==> src/rtl/fifo_arb_pkg.sv <==
// rtl/fifo_arb_pkg.sv - shared types and defaults for the FIFO access arbiter
package fifo_arb_pkg;

    localparam int DEFAULT_NUM_REQ = 4;
    localparam int DEFAULT_DATA_W  = 4;

    typedef enum logic [1:0] {
        IDLE  = 2'd0,
        WR    = 2'd1,
        RD    = 2'd2,
        RDATA = 2'd3
    } arb_state_e;

    typedef enum logic {
        OP_WR = 1'b0,
        OP_RD = 1'b1
    } arb_op_e;

endpackage

==> src/rtl/fifo_access_arbiter_if.sv <==
// rtl/fifo_access_arbiter_if.sv - requester, consumer and FIFO-side signal bundle
interface fifo_access_arbiter_if
    import fifo_arb_pkg::*;
#(
    parameter int NUM_REQ = DEFAULT_NUM_REQ,
    parameter int DATA_W  = DEFAULT_DATA_W,
    parameter int ID_W    = $clog2(NUM_REQ)
) ();

    logic [NUM_REQ-1:0]        req_valid;
    logic [NUM_REQ*DATA_W-1:0] req_data;
    logic [NUM_REQ-1:0]        req_ready;
    logic                      rd_req;
    logic                      rd_valid;
    logic [DATA_W-1:0]         rd_data;
    logic                      fifo_full;
    logic                      fifo_empty;
    logic                      fifo_wr_en;
    logic [DATA_W-1:0]         fifo_wr_data;
    logic                      fifo_rd_en;
    logic [DATA_W-1:0]         fifo_rd_data;
    logic [ID_W-1:0]           grant_id;

    // master is the arbiter; slave is the surrounding producers, consumer and FIFO
    modport master (
        input  req_valid, req_data, rd_req, fifo_full, fifo_empty, fifo_rd_data,
        output req_ready, rd_valid, rd_data, fifo_wr_en, fifo_wr_data, fifo_rd_en, grant_id
    );

    modport slave (
        output req_valid, req_data, rd_req, fifo_full, fifo_empty, fifo_rd_data,
        input  req_ready, rd_valid, rd_data, fifo_wr_en, fifo_wr_data, fifo_rd_en, grant_id
    );

endinterface

==> src/rtl/rr_pick.sv <==
// rtl/rr_pick.sv - combinational round-robin finder: first set req bit at or after ptr
module rr_pick
    import fifo_arb_pkg::*;
#(
    parameter int NUM_REQ = DEFAULT_NUM_REQ,
    parameter int ID_W    = $clog2(NUM_REQ)
) (
    input  logic [NUM_REQ-1:0] req,
    input  logic [ID_W-1:0]    ptr,
    output logic               found,
    output logic [ID_W-1:0]    idx
);

    logic [NUM_REQ-1:0] at_or_above;
    logic [NUM_REQ-1:0] hi;
    logic [NUM_REQ-1:0] sel;
    logic [NUM_REQ-1:0] sh;

    // Prefer requests at or above ptr; if none, wrap to the lowest request overall.
    always_comb begin
        at_or_above = ~((NUM_REQ'(1) << ptr) - NUM_REQ'(1));
        hi          = req & at_or_above;
        sel         = (hi != '0) ? hi : req;
        found       = (req != '0);
        idx         = '0;
        sh          = '0;
        for (int i = NUM_REQ - 1; i >= 0; i--) begin
            sh = sel >> i;
            if (sh[0]) begin
                idx = ID_W'(i);
            end
        end
    end

endmodule

==> src/rtl/fifo_access_arbiter.sv <==
// rtl/fifo_access_arbiter.sv - arbitrates several writers and one reader onto a single FIFO
module fifo_access_arbiter
    import fifo_arb_pkg::*;
#(
    parameter int NUM_REQ = DEFAULT_NUM_REQ,
    parameter int DATA_W  = DEFAULT_DATA_W,
    parameter int ID_W    = $clog2(NUM_REQ)
) (
    input  logic                  clk,
    input  logic                  rst_n,
    input  logic                  ena,
    fifo_access_arbiter_if.master bus
);

    arb_state_e state_q, state_d;
    arb_op_e    last_op_q, last_op_d;

    logic [ID_W-1:0]    rr_ptr_q, rr_ptr_d;
    logic [ID_W-1:0]    grant_id_q, grant_id_d;
    logic [DATA_W-1:0]  wr_data_q, wr_data_d;
    logic [NUM_REQ-1:0] req_ready_q, req_ready_d;
    logic               wr_en_q, wr_en_d;
    logic               rd_en_q, rd_en_d;
    logic               rd_valid_q, rd_valid_d;

    logic                      pick_found;
    logic [ID_W-1:0]           pick_idx;
    logic [NUM_REQ*DATA_W-1:0] data_sh;
    logic                      wr_ok, rd_ok, take_wr, take_rd;

    rr_pick #(
        .NUM_REQ (NUM_REQ),
        .ID_W    (ID_W)
    ) u_rr_pick (
        .req   (bus.req_valid),
        .ptr   (rr_ptr_q),
        .found (pick_found),
        .idx   (pick_idx)
    );

    assign wr_ok   = pick_found && !bus.fifo_full;
    assign rd_ok   = bus.rd_req && !bus.fifo_empty;
    // On a tie, whichever operation did not run last goes next.
    assign take_wr = ena && wr_ok && (!rd_ok || (last_op_q == OP_RD));
    assign take_rd = ena && rd_ok && !take_wr;
    assign data_sh = bus.req_data >> (int'(pick_idx) * DATA_W);

    always_ff @(posedge clk or negedge rst_n) begin
        if (!rst_n) begin
            state_q <= IDLE;
        end else begin
            state_q <= state_d;
        end
    end

    always_comb begin
        state_d = state_q;
        case (state_q)
            IDLE: begin
                if (take_wr) begin
                    state_d = WR;
                end else if (take_rd) begin
                    state_d = RD;
                end
            end
            WR:      state_d = IDLE;
            RD:      state_d = RDATA;
            RDATA:   state_d = IDLE;
            default: state_d = IDLE;
        endcase
    end

    always_comb begin
        rr_ptr_d    = rr_ptr_q;
        last_op_d   = last_op_q;
        grant_id_d  = grant_id_q;
        wr_data_d   = wr_data_q;
        req_ready_d = '0;
        wr_en_d     = (state_d == WR);
        rd_en_d     = (state_d == RD);
        rd_valid_d  = (state_d == RDATA);
        if ((state_q == IDLE) && (state_d == WR)) begin
            req_ready_d = NUM_REQ'(1) << pick_idx;
            grant_id_d  = pick_idx;
            wr_data_d   = data_sh[DATA_W-1:0];
            rr_ptr_d    = (pick_idx == ID_W'(NUM_REQ - 1)) ? '0 : pick_idx + 1'b1;
            last_op_d   = OP_WR;
        end
        if ((state_q == IDLE) && (state_d == RD)) begin
            last_op_d = OP_RD;
        end
    end

    always_ff @(posedge clk or negedge rst_n) begin
        if (!rst_n) begin
            rr_ptr_q    <= '0;
            last_op_q   <= OP_RD;
            grant_id_q  <= '0;
            wr_data_q   <= '0;
            req_ready_q <= '0;
            wr_en_q     <= 1'b0;
            rd_en_q     <= 1'b0;
            rd_valid_q  <= 1'b0;
        end else begin
            rr_ptr_q    <= rr_ptr_d;
            last_op_q   <= last_op_d;
            grant_id_q  <= grant_id_d;
            wr_data_q   <= wr_data_d;
            req_ready_q <= req_ready_d;
            wr_en_q     <= wr_en_d;
            rd_en_q     <= rd_en_d;
            rd_valid_q  <= rd_valid_d;
        end
    end

    assign bus.req_ready    = req_ready_q;
    assign bus.grant_id     = grant_id_q;
    assign bus.fifo_wr_en   = wr_en_q;
    assign bus.fifo_wr_data = wr_data_q;
    assign bus.fifo_rd_en   = rd_en_q;
    assign bus.rd_valid     = rd_valid_q;
    // Read data flows straight from the FIFO and is only meaningful under the strobe.
    assign bus.rd_data      = rd_valid_q ? bus.fifo_rd_data : '0;

endmodule

==> src/flat_wrapper.sv <==
// flat-port wrapper written by rule: the top's interface ports become plain ports
module fifo_access_arbiter_flat import fifo_arb_pkg::*;
#(
    parameter int NUM_REQ = DEFAULT_NUM_REQ,
    parameter int DATA_W  = DEFAULT_DATA_W,
    parameter int ID_W    = $clog2(NUM_REQ)
)
  (clk, rst_n, ena, bus_req_valid, bus_req_data, bus_rd_req, bus_fifo_full, bus_fifo_empty, bus_fifo_rd_data, bus_req_ready, bus_rd_valid, bus_rd_data, bus_fifo_wr_en, bus_fifo_wr_data, bus_fifo_rd_en, bus_grant_id);
  fifo_access_arbiter_if #(.NUM_REQ(NUM_REQ), .DATA_W(DATA_W), .ID_W(ID_W)) bus_i ();
  input  logic clk;
  input  logic rst_n;
  input  logic ena;
  input wire logic [$bits(bus_i.req_valid)-1:0] bus_req_valid;
  input wire logic [$bits(bus_i.req_data)-1:0] bus_req_data;
  input wire logic [$bits(bus_i.rd_req)-1:0] bus_rd_req;
  input wire logic [$bits(bus_i.fifo_full)-1:0] bus_fifo_full;
  input wire logic [$bits(bus_i.fifo_empty)-1:0] bus_fifo_empty;
  input wire logic [$bits(bus_i.fifo_rd_data)-1:0] bus_fifo_rd_data;
  output wire logic [$bits(bus_i.req_ready)-1:0] bus_req_ready;
  output wire logic [$bits(bus_i.rd_valid)-1:0] bus_rd_valid;
  output wire logic [$bits(bus_i.rd_data)-1:0] bus_rd_data;
  output wire logic [$bits(bus_i.fifo_wr_en)-1:0] bus_fifo_wr_en;
  output wire logic [$bits(bus_i.fifo_wr_data)-1:0] bus_fifo_wr_data;
  output wire logic [$bits(bus_i.fifo_rd_en)-1:0] bus_fifo_rd_en;
  output wire logic [$bits(bus_i.grant_id)-1:0] bus_grant_id;
  assign bus_i.req_valid = bus_req_valid;
  assign bus_i.req_data = bus_req_data;
  assign bus_i.rd_req = bus_rd_req;
  assign bus_i.fifo_full = bus_fifo_full;
  assign bus_i.fifo_empty = bus_fifo_empty;
  assign bus_i.fifo_rd_data = bus_fifo_rd_data;
  assign bus_req_ready = bus_i.req_ready;
  assign bus_rd_valid = bus_i.rd_valid;
  assign bus_rd_data = bus_i.rd_data;
  assign bus_fifo_wr_en = bus_i.fifo_wr_en;
  assign bus_fifo_wr_data = bus_i.fifo_wr_data;
  assign bus_fifo_rd_en = bus_i.fifo_rd_en;
  assign bus_grant_id = bus_i.grant_id;
  fifo_access_arbiter #(.NUM_REQ(NUM_REQ), .DATA_W(DATA_W), .ID_W(ID_W)) u_core (.clk(clk), .rst_n(rst_n), .ena(ena), .bus(bus_i));
endmodule
==> config.mk <==
export PLATFORM = sky130hd
export DESIGN_NAME = fifo_access_arbiter_flat
export DESIGN_NICKNAME = d
export VERILOG_FILES = /design/src/rtl/fifo_arb_pkg.sv /design/src/rtl/fifo_access_arbiter_if.sv /design/src/rtl/rr_pick.sv /design/src/rtl/fifo_access_arbiter.sv /design/src/flat_wrapper.sv
export SDC_FILE = /design/constraint.sdc
export NUM_CORES = 1
export LEC_CHECK = 0
export CAP_MARGIN = 10
export CORE_UTILIZATION = 40
export DETAILED_ROUTE_END_ITERATION = 6
export GPL_TIMING_DRIVEN = 0
export MAX_ROUTING_LAYER = met4
export PLACE_DENSITY_LB_ADDON = 0.25
export SLEW_MARGIN = 20
export SYNTH_ARGS = -nofsm -noshare
export SYNTH_HDL_FRONTEND = slang
export SYNTH_SLANG_ARGS = --single-unit
==> constraint.sdc <==
create_clock -name clk -period 2.41 [get_ports clk]
set_clock_uncertainty 0.2 [all_clocks]
set_input_delay 0.3615 -clock clk [delete_from_list [all_inputs] [get_ports clk]]
set_output_delay 0.3615 -clock clk [all_outputs]
set_load 0.005 [all_outputs]
Word level (Yosys, flattened, before mapping)

Cells that the tools add are included.

$add $sub $neg: 2
Eq/ne operators: 7
Shift operators: 3
Multiplexer cells: 13
Bitwise logic cells: 2
Reductions and logical operators: 18

Operator list:

| cell                                                 | count |
|---|---|
| >> shifter 16 x 4 -> 4 bit                           | 1 |
| two-way mux 2 bit                                    | 7 |
| two-way mux 4 bit                                    | 3 |
| equality test 2 bit (second input constant)          | 5 |
| logical AND 1 bit                                    | 8 |
| nonzero test 4 bit                                   | 2 |
| left shift 1 x 2 -> 4 bit (first input constant)     | 2 |
| case mux 2 bit (3 select lines)                      | 1 |
| bitwise AND 4 bit                                    | 1 |
| equality test 2 x 1 -> 1 bit (second input constant) | 2 |
| logical NOT 1 bit                                    | 4 |
| inverter 4 bit                                       | 1 |
| subtractor 4 x 2 -> 4 bit (second input constant)    | 1 |
| adder 2 x 1 -> 2 bit (second input constant)         | 1 |
| logical NOT 2 bit                                    | 1 |
| two-way mux 1 bit                                    | 2 |
| nonzero test 2 bit                                   | 1 |
| OR reduction 2 bit                                   | 1 |
| logical OR 1 bit                                     | 1 |

Flip-flop bits (word level): 18
Input bits: 30
Output and inout bits: 17
Word-level logic and storage cells: 54

Logic depth before layout (Yosys ltp)

Depth after elaboration: 14
Gate-level depth with buffers: 7
Gate-level depth less buffers: 6

Hierarchy

From an unflattened synthesis, not the netlist that was laid out.

Cells, all modules: 71
Area, all modules: 953.4 µm²

Modules (own cells, without submodules):

| module              | times used | cells an instance | area each (µm²) | sequential area each (µm²) |
|---|---|---|---|---|
| fifo_access_arbiter | 1          | 59                | 879.6           | 451.7 |
| rr_pick             | 1          | 12                | 73.8            | 0.0 |

Worst setup path before layout

No wires, ideal clock.

Path kind: reg2reg
From: register u_core.rr_ptr_q[1]
To: register u_core.req_ready_q[1], in the netlist u_core.bus.req_ready[1]
Library setup time: 0.119 ns
Arrival: 1.422 ns
Required time: 2.091 ns
Path slack: 0.669 ns
Stages on the path, launching flop included: 8
Buffers on the path: 1
Period minus slack after synthesis: 1.741 ns
Path through: dfrtp_1 > nand3b_1 > o21ai_1 > a221oi_2 > buf_6 > inv_1 > ha_1 > and2_1

Longest elaborated chain between the ends: 12

RTL lines:

| item                            | line                       | source |
|---|---|---|
| from (decl)                     | fifo_access_arbiter.sv:18  | `logic [ID_W-1:0] rr_ptr_q, rr_ptr_d;` |
| from (signal assigned)          | fifo_access_arbiter.sv:105 | `rr_ptr_q <= rr_ptr_d;` |
| left shift 1 x 2 -> 4 bit (*)   | rr_pick.sv:21              | `at_or_above = ~((NUM_REQ'(1) << ptr) - NUM_REQ'(1));` |
| subtractor 4 x 2 -> 4 bit (*)   | rr_pick.sv:21              |  |
| inverter 4 bit (*)              | rr_pick.sv:21              |  |
| bitwise AND 4 bit (*)           | rr_pick.sv:22              | `hi = req & at_or_above;` |
| nonzero test 4 bit              | rr_pick.sv:23              | `sel = (hi != '0) ? hi : req;` |
| two-way mux 4 bit (*)           | rr_pick.sv:23              |  |
| two-way mux 2 bit (3 in series) | rr_pick.sv:29              | `if (sh[0]) begin` |
| two-way mux 2 bit (*)           | rr_pick.sv:29              |  |
| via u_core.pick_idx[1]          | fifo_access_arbiter.sv:27  | `logic [ID_W-1:0] pick_idx;` |
| left shift 1 x 2 -> 4 bit (*)   | fifo_access_arbiter.sv:83  | `req_ready_d = NUM_REQ'(1) << pick_idx;` |
| two-way mux 4 bit (*)           | fifo_access_arbiter.sv:82  | `if ((state_q == IDLE) && (state_d == WR)) begin` |
| via u_core.req_ready_d[1]       | fifo_access_arbiter.sv:21  | `logic [NUM_REQ-1:0] req_ready_q, req_ready_d;` |
| to (signal assigned)            | fifo_access_arbiter.sv:109 | `req_ready_q <= req_ready_d;` |
| to (decl)                       | fifo_access_arbiter.sv:21  |  |

Mark *: on every way through the listed nets, which the timed path passes. The rest lies on a longest branch.
A chain may end at the register's enable or synchronous reset.

Worst setup path after layout

From: input port bus_req_valid[3]
To: register u_core.req_ready_q[2], in the netlist u_core.bus.req_ready[2]

Elaborated cells between the ends (all ways): 20
Classes of those cells: eq/ne: 1; shift: 1; mux: 9; bitwise: 1; reduce/logical: 8

RTL lines:

| item                            | line                      | source |
|---|---|---|
| from (decl)                     | flat_wrapper.sv:13        | `input wire logic [$bits(bus_i.req_valid)-1:0] bus_req_valid;` |
| bitwise AND 4 bit               | rr_pick.sv:22             |  |
| nonzero test 4 bit              | rr_pick.sv:23             |  |
| two-way mux 4 bit (*)           | rr_pick.sv:23             |  |
| two-way mux 2 bit (3 in series) | rr_pick.sv:29             |  |
| two-way mux 2 bit (*)           | rr_pick.sv:29             |  |
| via u_core.pick_idx[0]          | fifo_access_arbiter.sv:27 |  |
| left shift 1 x 2 -> 4 bit (*)   | fifo_access_arbiter.sv:83 |  |
| two-way mux 4 bit (*)           | fifo_access_arbiter.sv:82 |  |
| via u_core.req_ready_d[2]       | fifo_access_arbiter.sv:21 |  |

Marks and branches as above.

==> out/summary.txt <==
Worst reg2reg endpoint: u_core.bus.fifo_wr_data[2]
Count of clock tree sinks: 18
Horiz. Die Dim: 51.6 um
DR vias/cell: 5.12
Unrepaired setup endpoints after global routing: false
Xor and xnor fraction of the mapped netlist area: 0%
Final critical-path share of the clock period: 87.0%
Critical Path Fanout Max: 6
Num CTS Buffers: 3
Maximum count of clock buffers along a single path: 2
Netlist Area Pre-Place: 985 um2
Hold violation count in the final report: 0
Status: complete, no violations
Endpoint, Worst Hold: u_core.bus.rd_valid
Hold-fix buffers at CTS: 0
Count of input and output buffers: 46
Area of the placeable core: 2280 um2
Initial Util: 43.3%
Half-perimeter wire length after detailed placement: 1660 um
Clock tree from TritonCTS: yes
R2r setup slk: 0.53 ns
Post-layout min period: 2.10 ns
Worst vdd ir: 453 uV
Count of different cell masters after synthesis: 31
Kind of capture point of the worst setup path: flip-flop
F_max: 477 MHz
Register bit total from synthesis: 18
Fin util: 66.6%
Arrival time reported for the critical path endpoint: 2.08 ns
Commonest cells after routing, fill and taps aside: sky130_fd_sc_hd__clkdlybuf4s50_1 (46), sky130_fd_sc_hd__dfrtp_1 (17), sky130_fd_sc_hd__nand2_1 (10)
Max-slew headroom: 47.3%
Synthesized netlist net count: 119
Pin count of the biggest net entering global routing: 19
Drt drc: 0
Portion of netlist area occupied by mux cells: 9.15%
Ordered cell list for the critical path: clkdlybuf4s50_1, inv_1, a22o_1, a221oi_4, inv_2, ha_1, and2_1
Slew at the pin closest to its max-slew limit: 0.788 ns
Total power density per cell area: 829 nW/um2
DRT Pass-1 Iters: 3
Antenna diode instance count: 0
Detail-routed net length per standard cell: 12.8 um
CP delay by family, top: buffers and inverters
P_leak: 0.671 nW
Portion of the post-synthesis area used by sequential elements: 45.9%
Synthesized-area fraction occupied by adder cells: 5.08%
Post-DP Area: 1480 um2
Launch instance of the worst register-to-register path: u_core.rr_ptr_q[1]
Number of antenna violations at the first check in global routing: 0
Total GRT Usage: 18.5%
Cell depth of the worst hold path: 1
Cell at the root of the clock tree: sky130_fd_sc_hd__clkbuf_4
Setup violations, final: 0
Final sum of negative setup slack: 0 ns
H-tree depth: 1
Area contributors post-synth: sky130_fd_sc_hd__dfrtp_1 (43%), sky130_fd_sc_hd__mux2i_1 (9.1%), sky130_fd_sc_hd__o221ai_2 (6.1%)
Non-Filler Cell Area, Final: 1520 um2
Count of filler cells inserted in the layout: 189
Standard cell with the maximum stage delay on the critical path: sky130_fd_sc_hd__clkdlybuf4s50_1
Post-Route WL: 2090 um
First-pass GRT wire length: 3570 um
Number of DRC violations after detailed-routing iteration 0: 6
Vias: 835
Signed area change from the synthesized netlist to the final layout: 54.0%
Crit start category: input pin
Max_cap viols: 0
Hold Crit Start: u_core.state_q[0]
Placed cell count: 159
Cell Rows: 17
Hold Crit Class: reg -> reg
Combinational family with the most area after synthesis: simple AND/OR/NAND/NOR gates
Syn Inst Count: 85
Data required, critical path: 2.39 ns
Number of buffers and inverters on the critical path: 3
Number of standard cells in the layout, taps in and fillers out: 163
Number of warnings issued by yosys: 0
Critical path start-end classification: in -> reg
IO Pins: 47
Clock latency of the later-clocked register in the worst-skew pair: 0.28 ns
Number of pins with negative max-slew slack in the final report: 0
Most frequent standard cell in the layout excluding fill and tap cells: sky130_fd_sc_hd__clkdlybuf4s50_1
Post-synth top area cell: sky130_fd_sc_hd__dfrtp_1
Post-CTS sizing: 0
Die Span Y: 51.6 um
Final Wtd Congestion: 0.657
Largest stage delay, worst path: 0.57 ns
Worst-path clk slew: 0.10 ns
Vias in the first global route: 874
Avg Cell Area, Syn: 11.6 um2
Setup Fix Bufs, Post-CTS: 0
Antenna-violating nets left: 0
Area fraction in compound gates after synthesis: 16.1%
Layout net count: 170
Simple-Gate Fraction of Synth Area: 19.7%
Ratio of cells with drive above 1 in the final layout: 14.8%
Number of cells traversed by the worst register-to-register path: 6
Die Outline Area: 2660 um2
Area share of the largest cell type after synthesis: 43.2%
Global-route congestion overflow total: 0
-- through the flow --
step / worst slack (ns) / hold WS [ns] / total power [W]
after floorplan: 0.669 / -0.134 / 0.000808
after CTS: 0.314 / 0.254 / 0.00127
after global routing: 0.208 / 0.297 / 0.00136
after detailed placement: 0.0110 / 0.235 / 0.00109
final: 0.314 / 0.253 / 0.00126
after global placement: 0.0828 / 0.240 / 0.00107
-- metal layers --
metal	global-route usage, %	vias up	share of wire (%)
li1	-	400	-
met5	-	-	0
met1	19.7	391	39
met4	5.41	0	1.0
met3	3.22	4	7.8
met2	34.8	40	52
-- how the worst max path moves through the flow --
| stage | from | to | slack (ns) | cells after the start |
|---|---|---|---|---|
| after floorplan | u_core.rr_ptr_q[1] | u_core.bus.req_ready[1] | 0.67 | 7 |
| after global placement | bus_req_valid[3] | u_core.bus.req_ready[2] | 0.08 | 7 |
| after detailed placement | bus_req_valid[3] | u_core.bus.req_ready[2] | 0.01 | 7 |
| after CTS | bus_req_valid[3] | u_core.bus.req_ready[2] | 0.31 | 7 |
| after global routing | bus_req_valid[3] | u_core.bus.fifo_wr_data[2] | 0.21 | 7 |
| final | bus_req_valid[3] | u_core.bus.req_ready[2] | 0.31 | 7 |
-- cell type report --
class | count | area [um2] | share of cell area, %
Buffer | 2 | 18.8 | 1.24
Clock buffer | 4 | 36.3 | 2.39
Inverter | 5 | 21.3 | 1.40
Multi-Input combinational cell | 60 | 493 | 32.5
Sequential cell | 18 | 452 | 29.8
Tap cell | 28 | 35.0 | 2.31
Timing Repair Buffer | 46 | 460 | 30.4
-- synthesized netlist by cell type --
cell,count
sky130_fd_sc_hd__a221oi_2,1
sky130_fd_sc_hd__inv_2,1
sky130_fd_sc_hd__o21ai_1,2
sky130_fd_sc_hd__buf_4,1
sky130_fd_sc_hd__o21ai_4,1
sky130_fd_sc_hd__buf_6,1
sky130_fd_sc_hd__a22o_1,1
sky130_fd_sc_hd__mux2i_1,9
sky130_fd_sc_hd__inv_4,1
sky130_fd_sc_hd__or2_2,1
sky130_fd_sc_hd__nand3b_1,1
sky130_fd_sc_hd__a21oi_1,2
sky130_fd_sc_hd__nand2_1,10
sky130_fd_sc_hd__o221ai_2,4
sky130_fd_sc_hd__ha_1,4
sky130_fd_sc_hd__nor4_1,1
sky130_fd_sc_hd__inv_1,3
sky130_fd_sc_hd__nor2b_1,1
sky130_fd_sc_hd__nand2b_1,3
sky130_fd_sc_hd__a21boi_1,1
sky130_fd_sc_hd__and4bb_4,1
sky130_fd_sc_hd__dfstp_2,1
sky130_fd_sc_hd__nor3b_1,1
sky130_fd_sc_hd__nand2_4,1
sky130_fd_sc_hd__nor2_1,3
sky130_fd_sc_hd__o21ai_0,1
sky130_fd_sc_hd__a221oi_4,1
sky130_fd_sc_hd__nand4b_1,1
sky130_fd_sc_hd__and2_1,8
sky130_fd_sc_hd__dfrtp_1,17
sky130_fd_sc_hd__nand2_2,1
-- sequential cells by signal, indices dropped and copies added, names as in the netlist --
name                     cells
u_core.bus.fifo_rd_en        1
u_core.bus.fifo_wr_data      4
u_core.bus.fifo_wr_en        1
u_core.bus.grant_id          2
u_core.bus.rd_valid          1
u_core.bus.req_ready         4
u_core.last_op_q             1
u_core.rr_ptr_q              2
u_core.state_q               2
-- power by group --
part | internal (W) | leakage [nW] | switching, W
registers | 0.000410 | 0.231 | 0.0000779
logic | 0.000342 | 0.419 | 0.000244
clock network | 0.0000918 | 0.0210 | 0.0000906
total | 0.000844 | 0.671 | 0.000412
-- kinds of logic (layout without fill, tap and decap cells) --
logic type / Yosys count / after routing
flip-flops: 18 / 18
buffers and inverters: 7 / 57
multiplexers: 9 / 9
adder cells (fa/ha/maj): 4 / 4
AO/OA/AOI/OAI: 14 / 14
AND/OR/NAND/NOR: 33 / 33
No activity file was read; power rests on OpenSTA's default activity.
==> edit 1: new RTL, same flow settings <==
Encoding of `arb_state_e`: now one-hot (4 bits for 4 states).
--- a/src/rtl/fifo_arb_pkg.sv
+++ b/src/rtl/fifo_arb_pkg.sv
@@ -6,7 +6,7 @@
 
-    typedef enum logic [1:0] {
-        IDLE  = 2'd0,
-        WR    = 2'd1,
-        RD    = 2'd2,
-        RDATA = 2'd3
+    typedef enum logic [3:0] {
+        IDLE  = 4'b0001,
+        WR    = 4'b0010,
+        RD    = 4'b0100,
+        RDATA = 4'b1000
     } arb_state_e;
Formal check against the unedited RTL: same outputs for any inputs over 10 cycles, from zero or initial values and one cycle with rst_n low; not proved beyond that.
==> edit 1 against the unedited design <==
- worst hold slack better by 0.019 ns
- setup slack worse by 0.20 ns
- combinational power down 11%
- synthesized area up 7.6%
- sequential share of layout area up 1.8 points
- total power down 2.2%
- highest routed layer unchanged
- design area up 5.1%
- wire length up 5.2%
- sequential cell count up 2
- largest cell class is now flip-flops and latches
==> edit 1: results (changes against the unedited design) <==
[clock_tree]
cts.clk_slew.worst_paths_ns=0.11
numCtsBuffers=3  ; unchanged
cts_setup_buffers=0  ; unchanged

[pwr]
p_comb_frac=0.424  ; was 0.466
leakagePower_nw=0.7110  ; was 0.6710 nW
ir_drop_mv=0.4892  ; was 0.4531 mV
p_total_mw=1.229  ; was 1.256 mW
power.net_switching_mw=0.3990  ; was 0.4125 mW
power_clock_mw=0.193  ; was 0.182 mW

[finish]
fillers=215  ; was 189
instances_no_fill=169  ; was 163
non_clock_inverter_count=9  ; was 5
multiInputGateArea_um2=494.2  ; was 493.0 um^2
multi_input_area_share=0.3100  ; was 0.3251
layout.nonclk_buf_frac=0.2991  ; was 0.3160
multi_input_comb_cells=58  ; was 60
clock_area_frac=0.02276  ; was 0.02393
final_layout_size_suffix_gt1_frac=0.1655  ; was 0.1481
seq-cell-share=0.3155  ; was 0.2979

[synth]
ys.flop_type=dfrtp_1  ; unchanged
synth_compound_area_frac=0.1629  ; was 0.1614
syn_nets=123  ; was 119
synth_seq_area_share=0.4746  ; was 0.4587
muxShareOfSynthArea=0.08619  ; was 0.09149
synth_adder_area_share=0.04723  ; was 0.05083
synth_cells=89  ; was 85
synthXorXnorAreaFrac=0  ; unchanged
synth_commonest_cells=dfrtp_1 (18), inv_1 (8), mux2i_1 (8), nand2_1 (5)  ; was dfrtp_1 (17), nand2_1 (10), mux2i_1 (9), and2_1 (8)
synth_seq_cells=20  ; was 18
netlist_top_cells_area=dfrtp_1 (43%), mux2i_1 (7.6%), o221ai_2 (5.7%), dfstp_2 (5.0%), ha_1 (4.7%)  ; was dfrtp_1 (43%), mux2i_1 (9.1%), o221ai_2 (6.1%), and2_1 (5.1%), ha_1 (5.1%)
ys_types=32  ; was 31

[routing]
first_iter_violations=1  ; was 6
postRouteWirelength_um=2199  ; was 2091 um
vias_per_cell=5.077  ; was 5.123
wl_met3_um=119  ; was 164 um
dr_wl_met2_um=1205  ; was 1080 um
wl_met1_um=857  ; was 824 um
dr.pass1.iters=2  ; was 3

[min_path]
hold_path.class=flop to flop  ; unchanged
worstHoldStart=u_core.state_q[1]  ; was u_core.state_q[0]

[timing]
worst_pin_slew_ns=0.8732  ; was 0.7880 ns

[setup_path]
worstReg2RegStart=u_core.state_q[0]  ; was u_core.rr_ptr_q[1]
worst-path-max-fanout=11  ; was 6
worst_ep_arrival_time_ns=2.28  ; was 2.08 ns
cpPeakStageDelay_ns=0.55  ; was 0.57 ns

[grt]
grt_pass1_wl_um=3636  ; was 3567 um
antenna_found_initial=0  ; unchanged
grt_util_met2=0.3333  ; was 0.3485
grt_pass1_vias=865  ; was 874
met1_usage=0.1946  ; was 0.1970
grtUsageTotal=0.1819  ; was 0.1854
met3_usage=0.03736  ; was 0.03216
grt_max_degree=21  ; was 19

[place]
place_ws_ns=-0.2109  ; was 0.01099 ns
gp_congestion=0.7095  ; was 0.6572
post-dp-hpwl_um=1785  ; was 1660 um
placed_cells=165  ; was 159
dpl-instance-area_um2=1558  ; was 1480 um^2

[run_status]
status=finished clean  ; unchanged

## edit 1: cell count changes in the layout (fill, tap and decap cells not counted), moves of 3 or more
cell / change
inv_1: +5
and2_1: -4
nand2_1: -5
o21ai_0: +3
and2_2: +4
## edit 1: worst max-delay path, delay by kind of cell
kind                     cells  cell delay, ns
adder cells (fa/ha/maj)      1            0.28
AND/OR/NAND/NOR              1            0.12
AO/OA/AOI/OAI                2            0.38
multiplexers                 1            0.26
buffers and inverters        2            0.88
## edit 1: path summary, 6_finish.rpt
path,to,slack [ns],cells after the start
worst min register to register,u_core.bus.rd_valid,0.27,1
worst max-delay path,u_core.rr_ptr_q[1],0.12,7
max in group asynchronous,u_core.rr_ptr_q[1],1.13,1
worst min-delay path,u_core.bus.rd_valid,0.27,1
min in group asynchronous,u_core.bus.grant_id[0],0.35,1
worst max register to register,u_core.rr_ptr_q[1],0.12,5
## edit 1: kinds of logic after synthesis
family          Yosys count
buf+inv                  11
simple gates             27
mux                       9
flops                    20
compound gates           18
fa+ha+maj                 4
==> edit 2: new RTL, same flow settings <==
Without the edit above. Set the package constant `DEFAULT_DATA_W` to 6 (it was 4).
--- a/src/rtl/fifo_arb_pkg.sv
+++ b/src/rtl/fifo_arb_pkg.sv
@@ -4,3 +4,3 @@
     localparam int DEFAULT_NUM_REQ = 4;
-    localparam int DEFAULT_DATA_W  = 4;
+    localparam int DEFAULT_DATA_W  = 6;
 
Interface: changed (resized bus_fifo_rd_data, bus_fifo_wr_data, bus_rd_data and bus_req_data); port bits go from 47 to 61. The function was not compared with the original's and may differ.
==> edit 2 against the unedited design <==
- maximum frequency down 8.2%
- sequential cell count is 2 higher
- global-route usage grew 2.6 points
- synthesized area grew 17%
- setup slack worse by 0.19 ns
- design area grew 22%
- total power increased by 19%
- first-iteration DRC count grew to 3.2 times the old value
- wire length grew 42%
- cell count grew 26%
- highest routed layer unchanged
==> edit 2: results (changes against the unedited design) <==
[run_status]
status=finished clean  ; unchanged

[place]
placement.io_buffers=60  ; was 46
dpl-instance-area_um2=1792  ; was 1480 um^2
gp_congestion=0.7847  ; was 0.6572
post-dp-hpwl_um=2352  ; was 1660 um
placed_cells=198  ; was 159
place_ws_ns=-0.3043  ; was 0.01099 ns

[routing]
first_iter_violations=19  ; was 6
dr.pass1.iters=4  ; was 3
wl_met1_um=1120  ; was 824 um
dr_wl_met2_um=1555  ; was 1080 um
wl_met3_um=223  ; was 164 um
wl_per_cell_um=14.49  ; was 12.83 um
via_count=1093  ; was 835
postRouteWirelength_um=2970  ; was 2091 um

[pwr]
leakagePower_nw=0.7737  ; was 0.6710 nW
ir_drop_mv=0.4865  ; was 0.4531 mV

[grt]
met1_usage=0.2244  ; was 0.1970
grt_util_met2=0.3701  ; was 0.3485
grtUsageTotal=0.2118  ; was 0.1854
grt_max_degree=21  ; was 19
antenna_found_initial=0  ; unchanged
grt_pass1_wl_um=4940  ; was 3567 um

[finish]
multi_input_area_share=0.3191  ; was 0.3251
layout.nonclk_buf_frac=0.3556  ; was 0.3160
multi_input_comb_cells=76  ; was 60
final_layout_size_suffix_gt1_frac=0.1437  ; was 0.1481
clock_area_frac=0.01961  ; was 0.02393
buffers=68  ; was 48
ff_latch_area_um2=501.7  ; was 451.7 um^2
nets=219  ; was 170
non_clock_inverter_count=6  ; was 5
multiInputGateArea_um2=590.6  ; was 493.0 um^2
fillers=227  ; was 189
areaGrowthSynthToFinish_pct=60.59  ; was 54.00%

[min_path]
worstHoldPathCells=2  ; was 1

[clock_tree]
cts.clk_slew.worst_paths_ns=0.12  ; was 0.10 ns
cts_sinks=20  ; was 18
clk_latency_ns=0.30  ; was 0.28 ns

[synth]
synth_commonest_cells=dfrtp_1 (19), and2_1 (10), nand2_1 (9), nor2_1 (8), mux2i_1 (7)  ; was dfrtp_1 (17), nand2_1 (10), mux2i_1 (9), and2_1 (8)
synth_cells=107  ; was 85
syn_nets=151  ; was 119
synth_adder_area_share=0.04343  ; was 0.05083
synth_seq_area_share=0.4354  ; was 0.4587
synth_compound_area_frac=0.1661  ; was 0.1614
netlist_top_cells_area=dfrtp_1 (41%), mux2i_1 (6.1%), and2_1 (5.4%), ha_1 (4.3%), a2111oi_2 (3.9%)  ; was dfrtp_1 (43%), mux2i_1 (9.1%), o221ai_2 (6.1%), and2_1 (5.1%), ha_1 (5.1%)
ys_types=35  ; was 31

[setup_path]
cpPeakStageDelay_ns=0.52  ; was 0.57 ns
worst-path-max-fanout=11  ; was 6
crit_family=compound AO/OA/AOI/OAI gates  ; was buffers and inverters
rr_worst_depth=7  ; was 6

==> edit 2: cell count changes after synthesis, sizes merged, moves of 3 or more <==
| cell | change |
|---|---|
| o221ai | -4 |
| nand2 | -3 |
| nor4b | +5 |
| a2111oi | +5 |
| nor2 | +5 |
| a311oi | +5 |
| nand3 | +3 |
==> edit 2: path summary, 6_finish.rpt <==
check / startpoint / to / slack (ns)
max: bus_req_valid[1] / u_core.bus.fifo_wr_data[2] / 0.13
min: u_core.last_op_q / u_core.last_op_q / 0.28
max reg2reg: u_core.rr_ptr_q[1] / u_core.bus.fifo_wr_data[2] / 0.21
min reg2reg: u_core.last_op_q / u_core.last_op_q / 0.28
max in group asynchronous: rst_n / u_core.bus.fifo_rd_en / 1.15
min in group asynchronous: rst_n / u_core.bus.req_ready[2] / 0.32
==> edit 2: power breakdown <==
group          internal [mW]  total (mW)  switching (mW)  leakage, nW
sequential             0.459       0.543          0.0842        0.247
combinational          0.423       0.758           0.335        0.506
clock                 0.0924       0.199           0.106       0.0210
